## config.mk

```make
export PLATFORM = sky130hd
export DESIGN_NAME = pipe_stage_buf
export DESIGN_NICKNAME = d
export VERILOG_FILES = /design/src/rtl/pipe_stage_buf.sv
export SDC_FILE = /design/constraint.sdc
export NUM_CORES = 1
export LEC_CHECK = 0
export ABC_CLOCK_PERIOD_IN_PS = 16680
export CORE_MARGIN = 2
export CORE_UTILIZATION = 41
export DETAILED_ROUTE_END_ITERATION = 6
export PLACE_DENSITY = 0.68
export SLEW_MARGIN = 10
export SYNTH_ARGS = -nofsm -noshare
export SYNTH_HDL_FRONTEND = slang
export SYNTH_SLANG_ARGS = --single-unit
```

## constraint.sdc

```tcl
create_clock -name clk -period 16.68 [get_ports clk]
set_input_delay 1.668 -clock clk [delete_from_list [all_inputs] [get_ports clk]]
set_output_delay 1.668 -clock clk [all_outputs]
set_load 0.03 [all_outputs]
```

## src/rtl/pipe_stage_buf.sv

```systemverilog
`default_nettype none
// ============================================================================
// Module   : pipe_stage_buf
// Purpose  : Generic two-entry (main + skid) inter-stage pipeline register
//            with valid/ready handshake on both sides, back-pressure and a
//            synchronous flush that inserts a bubble. Control and data are
//            held separately so that a bubble always presents zero control.
// Ports    : clk        - clock, rising edge
//            reset      - asynchronous, active-high
//            in_valid   - upstream entry valid
//            in_ready   - buffer can accept this cycle (state-decoded only)
//            in_ctrl    - upstream control bundle  [CTRL_W]
//            in_data    - upstream data bundle     [DATA_W]
//            flush      - synchronous kill of all held entries
//            out_valid  - main entry valid
//            out_ready  - downstream consumes the main entry this cycle
//            out_ctrl   - main control, forced to zero when out_valid=0
//            out_data   - main data
//            occupancy  - number of held entries (0..2)
//            flush_cnt  - saturating count of valid entries killed by flush
// Revision : 1.0 - initial release
// ============================================================================
module pipe_stage_buf #(
  parameter int CTRL_W     = 10,
  parameter int DATA_W     = 143,
  parameter int CLEAR_DATA = 0,
  parameter int CNT_W      = 8
) (
  input  logic              clk,
  input  logic              reset,
  input  logic              in_valid,
  output logic              in_ready,
  input  logic [CTRL_W-1:0] in_ctrl,
  input  logic [DATA_W-1:0] in_data,
  input  logic              flush,
  output logic              out_valid,
  input  logic              out_ready,
  output logic [CTRL_W-1:0] out_ctrl,
  output logic [DATA_W-1:0] out_data,
  output logic [1:0]        occupancy,
  output logic [CNT_W-1:0]  flush_cnt
);

  // State encoding equals the number of held entries.
  typedef enum logic [1:0] {
    S_EMPTY = 2'd0,
    S_ONE   = 2'd1,
    S_FULL  = 2'd2
  } state_t;

  state_t              state_q, state_d;
  logic [CTRL_W-1:0]   main_ctrl_q, main_ctrl_d;
  logic [DATA_W-1:0]   main_data_q, main_data_d;
  logic [CTRL_W-1:0]   skid_ctrl_q, skid_ctrl_d;
  logic [DATA_W-1:0]   skid_data_q, skid_data_d;
  logic [CNT_W-1:0]    cnt_q, cnt_d;

  logic                w_accept;
  logic                w_drain;
  logic [1:0]          w_discard;
  logic [CNT_W:0]      w_cnt_sum;

  // in_ready depends on state only, never on out_ready.
  assign in_ready  = (state_q != S_FULL);
  assign out_valid = (state_q != S_EMPTY);
  assign w_accept  = in_valid & in_ready;
  assign w_drain   = out_valid & out_ready;

  // Entries killed by a flush: everything held minus one that drains in the
  // same cycle (a drain implies at least one entry, so no underflow).
  assign w_discard = 2'(state_q) - {1'b0, w_drain};
  assign w_cnt_sum = {1'b0, cnt_q} + (CNT_W+1)'(w_discard);

  always_comb begin
    state_d     = state_q;
    main_ctrl_d = main_ctrl_q;
    main_data_d = main_data_q;
    skid_ctrl_d = skid_ctrl_q;
    skid_data_d = skid_data_q;
    cnt_d       = cnt_q;

    if (flush) begin
      // Flush wins over accept and drain; the incoming entry is dropped.
      state_d     = S_EMPTY;
      main_ctrl_d = '0;
      skid_ctrl_d = '0;
      if (CLEAR_DATA != 0) begin
        main_data_d = '0;
        skid_data_d = '0;
      end
      cnt_d = w_cnt_sum[CNT_W] ? {CNT_W{1'b1}} : w_cnt_sum[CNT_W-1:0];
    end else begin
      case (state_q)
        S_EMPTY: begin
          if (w_accept) begin
            state_d     = S_ONE;
            main_ctrl_d = in_ctrl;
            main_data_d = in_data;
          end
        end
        S_ONE: begin
          if (w_accept && w_drain) begin
            main_ctrl_d = in_ctrl;
            main_data_d = in_data;
          end else if (w_accept) begin
            state_d     = S_FULL;
            skid_ctrl_d = in_ctrl;
            skid_data_d = in_data;
          end else if (w_drain) begin
            state_d = S_EMPTY;
          end
        end
        S_FULL: begin
          // No accept possible here; a drain promotes the skid entry.
          if (w_drain) begin
            state_d     = S_ONE;
            main_ctrl_d = skid_ctrl_q;
            main_data_d = skid_data_q;
          end
        end
        default: state_d = S_EMPTY;
      endcase
    end
  end

  always_ff @(posedge clk or posedge reset) begin
    if (reset) begin
      state_q     <= S_EMPTY;
      main_ctrl_q <= '0;
      main_data_q <= '0;
      skid_ctrl_q <= '0;
      skid_data_q <= '0;
      cnt_q       <= '0;
    end else begin
      state_q     <= state_d;
      main_ctrl_q <= main_ctrl_d;
      main_data_q <= main_data_d;
      skid_ctrl_q <= skid_ctrl_d;
      skid_data_q <= skid_data_d;
      cnt_q       <= cnt_d;
    end
  end

  // Gate control so an empty buffer always presents a bubble downstream.
  assign out_ctrl  = out_valid ? main_ctrl_q : '0;
  assign out_data  = main_data_q;
  assign occupancy = 2'(state_q);
  assign flush_cnt = cnt_q;

endmodule
`default_nettype wire
```

# --- After elaboration in Yosys (flattened, before gate mapping) ---
# Index checks and enable logic that the tools add are counted.
word_totals:
  elab_cells: 57
  ff_bits: 316
  input_bits: 158
  out_inout_bits: 165
op_classes:
  eq_ne: 12
  add_sub_neg: 2
  bitwise: 4
  n_reduce_logical: 12
  n_mux: 21
ops:
  columns: ["cell", "n"]
  rows:
  - ["2-to-1 mux 143 bit", 3]
  - ["one-hot mux 143 bit (3 select lines)", 1]
  - ["2-to-1 mux 10 bit", 8]
  - ["one-hot mux 10 bit (3 select lines)", 1]
  - ["2-to-1 mux 2 bit", 6]
  - ["inequality test 3 bit, second input constant", 4]
  - ["AND reduction 4 bit", 3]
  - ["inequality test 2 bit, second input constant", 5]
  - ["adder 8 x 2 -> 9 bit", 1]
  - ["2-to-1 mux 8 bit", 1]
  - ["one-hot mux 2 bit (3 select lines)", 1]
  - ["nonzero test 2 bit", 3]
  - ["AND reduction 5 bit", 1]
  - ["inequality test 4 bit, second input constant", 1]
  - ["nonzero test 4 bit", 1]
  - ["AND reduction 3 bit", 1]
  - ["nonzero test 3 bit", 1]
  - ["AND 1 bit", 2]
  - ["== test 2 x 1 -> 1 bit, second input constant", 1]
  - ["== test 2 bit, second input constant", 1]
  - ["logical NOT 2 bit", 1]
  - ["NOT 1 bit", 2]
  - ["subtractor 2 x 1 -> 2 bit", 1]
  - ["logical AND 1 bit", 1]

# --- Longest topological paths before layout ---
depth:
  ltp_word: 7
  ltp_mapped: 14
  ltp_nobuf: 13

# --- Worst setup path after synthesis ---
# Ideal clock, no wire load.
synth_timing:
  path_type: "register to output"
  start: "register state_q[0], in the netlist occupancy[0]"
  end: "output in_ready"
  n_path_buf: 3
  required_ns: 15.012
  stages_incl_launch_ff: 7
  setup_slack_ns: 12.928
  arrival_ns: 2.084
  path_cell_list: "dfrtp_1 > inv_1 > ha_1 > clkbuf_1 > buf_1 > buf_2 > inv_1"
synth_via:
  elab_chain_len: 1
synth_rtl:
  columns: ["element", "line_no", "text"]
  rows:
  - ["start, declared", "51", "state_t state_q, state_d;"]
  - ["start signal, assigned", "135", "state_q <= state_d;"]
  - ["inequality test 2 bit", "64", "assign in_ready = (state_q != S_FULL);"]
  - ["end, declared", "32", "output logic in_ready,"]
# No other way between the ends.

# --- Worst setup path after layout ---
# Same ends and word-level chain as after synthesis.

==> qor.txt <==
number of global-route vias before repair: 8,907
worst slew pin tran: 1040 ps
Pwr Density: 191 nW/um^2
Mean Syn Cell Area: 15.2 sq um
top cells by instance count after synthesis: mux2_2, dfrtp_1, mux2_1
Final Hold Viols: 0
critical path's slowest cell: ha_4
drt wl/cell: 18.2 um
Routed Antenna Nets: 0
Synth area leaders: dfrtp_1, mux2_2, mux2_1
setup TNS: 0 ps
filler instances: 2,786
post-CTS setup buffer count: 0
Starting DRT DRC Count: 278
Synth Instances: 909
fin crit share: 25.1%
Nets: 1,390
cells resized by post-CTS repair: 0
Placer Congestion: 0.734
Placed Area: 17,500 sq um
DRC: 0
vias post-DR: 8,488
FMAX: 239 MHz
most frequent cell after synthesis: mux2_2
status: complete, no violations
cell repeated most along the worst path: inv_1
post-layout util: 55.6%
Async SR Flop Fraction: 100%
Final Cell Area: 18,500 sq um
PnR worst setup slack: 12,490 ps
syn_nets: 1,075
GR Util All Layers: 17.5%
CORE AREA: 33,400 sq um
HPWL after DPL: 20,000 um
first-pass GRT wire length: 49,600 um
synthesized flop and latch total: 316
Worst Path Required: 15,010 ps
CTS Hold Bufs: 0
Yosys top cell area share: 57.2%
number of I/O pins: 323
final wirelength: 30,800 um
PortBufs: 322
Clock Pin Slew Worst Setup and Hold Paths: 60 ps
crit-path leading delay family: buffers and inverters
Die Wd: 188 um
Crit Path Max Fanout: 51
Vias/cell: 5.00
clock root cell: clkbuf_16
Starting Density: 41.5%
type of the most critical hold path: flip-flop to flip-flop
layout cell share with drive strength beyond 1: 33.7%
die area: 35,200 sq um
maxcap violations: 0
initial antenna violation count: 3
Yosys cell types: 35
Max transition margin: 30.7%
CTS tree: built
Sink Count: 316
CP Buf/Inv Count: 3
Longest Clk Path Bufs: 3
Critical Path Start Type: flip-flop
Placement Setup Slack: 11,950 ps
peak supply drop: 0.0963 mV
die height: 188 um
Yosys top cell by area: dfrtp_1
leakage: 7.70 nW
Cell Area, Synth: 13,800 sq um
max-slew violations: 0
Final Skew: 12.8 ps
post-layout minimum cycle time: 4190 ps
critical-path cell list: inv_1, ha_4, inv_1, clkdlybuf4s50_1
Setup Viol. Count Final: 0
post-synthesis sequential area ratio: 57.2%
CTS buffer count: 35
largest net degree at the start of global routing: 84
insertion delay to the later sink of the worst-skew pair: 500 ps
RSZ-0062 raised after global routing: false
Pre-antenna DRT Iters: 4
Crit path arrival time: 2520 ps
CP Class: flip-flop to output pin
YS warnings: 0
Post-synth EDFFs: 0
crit-path max cell delay: 670 ps
row count: 67
Worst setup EP type: output pin
H-tree levels: 2
synthesis-to-layout area growth: 34.0%
gr ovfl total: 0
Post-synth top flop: dfrtp_1
Hold Worst Slack: 479 ps
## registers in the layout, indices dropped and copies added (netlist names)
register	cells
skid_ctrl_q	10
skid_data_q	143
out_data	143
occupancy	2
flush_cnt	8
main_ctrl_q	10
## per-layer routing
layer / global-route usage (%) / wire [um] / up-vias / share of wire, %
li1: - / - / 3910 / -
met1: 23.2 / 13600 / 4286 / 44
met2: 27.4 / 14100 / 232 / 46
met3: 5.78 / 2280 / 56 / 7.4
met4: 4.97 / 734 / 4 / 2.4
met5: 0 / 29 / - / 0.094
## power breakdown
part / leakage [nW] / internal (mW) / total, mW / switching (mW)
Combinational: 3.37 / 0.738 / 1.49 / 0.756
Sequential: 3.81 / 1.14 / 1.32 / 0.185
Clock: 0.528 / 0.439 / 0.729 / 0.290
Total: 7.70 / 2.32 / 3.55 / 1.23
## kinds of logic (layout without fill, tap and decap cells)
| family | count (synthesis) | count (layout) | share of synthesized area (%) |
|---|---|---|---|
| xor gates and xnor gates | 3 | 3 | 0.190 |
| adders and majority gates | 8 | 8 | 0.778 |
| buffers and inverters | 62 | 400 | 2.26 |
| muxes | 443 | 443 | 35.9 |
| other | 0 | 1 | 0 |
| AOI/OAI and AO/OA | 33 | 33 | 1.85 |
| and+or+nand+nor | 44 | 44 | 1.82 |
| DFF | 316 | 316 | 57.2 |
## area by class of cell
type / count / area [sq um] / share of cell area [%]
diodes: 1 / 2.50 / 0.0135
multi-input cells: 531 / 5640 / 30.4
flip-flops and latches: 316 / 7910 / 42.7
repair buffers: 333 / 3310 / 17.8
inverters: 7 / 33.8 / 0.182
clock buffers: 56 / 1040 / 5.60
well taps: 448 / 561 / 3.02
clock inverters: 4 / 45.0 / 0.243
## worst paths after layout
path | to | slack, ps | from | cells past startpoint
max | in_ready | 12490 | occupancy[0] | 4
min | main_ctrl_q[3] | 480 | main_ctrl_q[3] | 1
max reg2reg | out_data[130] | 13020 | occupancy[0] | 7
min reg2reg | main_ctrl_q[3] | 480 | main_ctrl_q[3] | 1
max in group asynchronous | out_data[34] | 12650 | reset | 4
min in group asynchronous | out_data[101] | 1650 | reset | 2
## placed cells by master (no fill, tap or decap), types with 11 or more instances in the layout
master,instances
clkdlybuf4s50_1,322
mux2_2,360
nor2b_1,12
clkbuf_16,37
mux2i_1,13
mux2_1,70
dfrtp_1,316
nand2_1,11
clkbuf_1,15
buf_4,11
## stage by stage
stage               instances  total power [mW]
floorplan                 909              2.26
global placement         1635              2.81
detailed placement       1635              2.85
CTS                      1695              3.60
global route             1696              3.75
finish                   1696              3.55
Power figures use the tool's default switching activity.
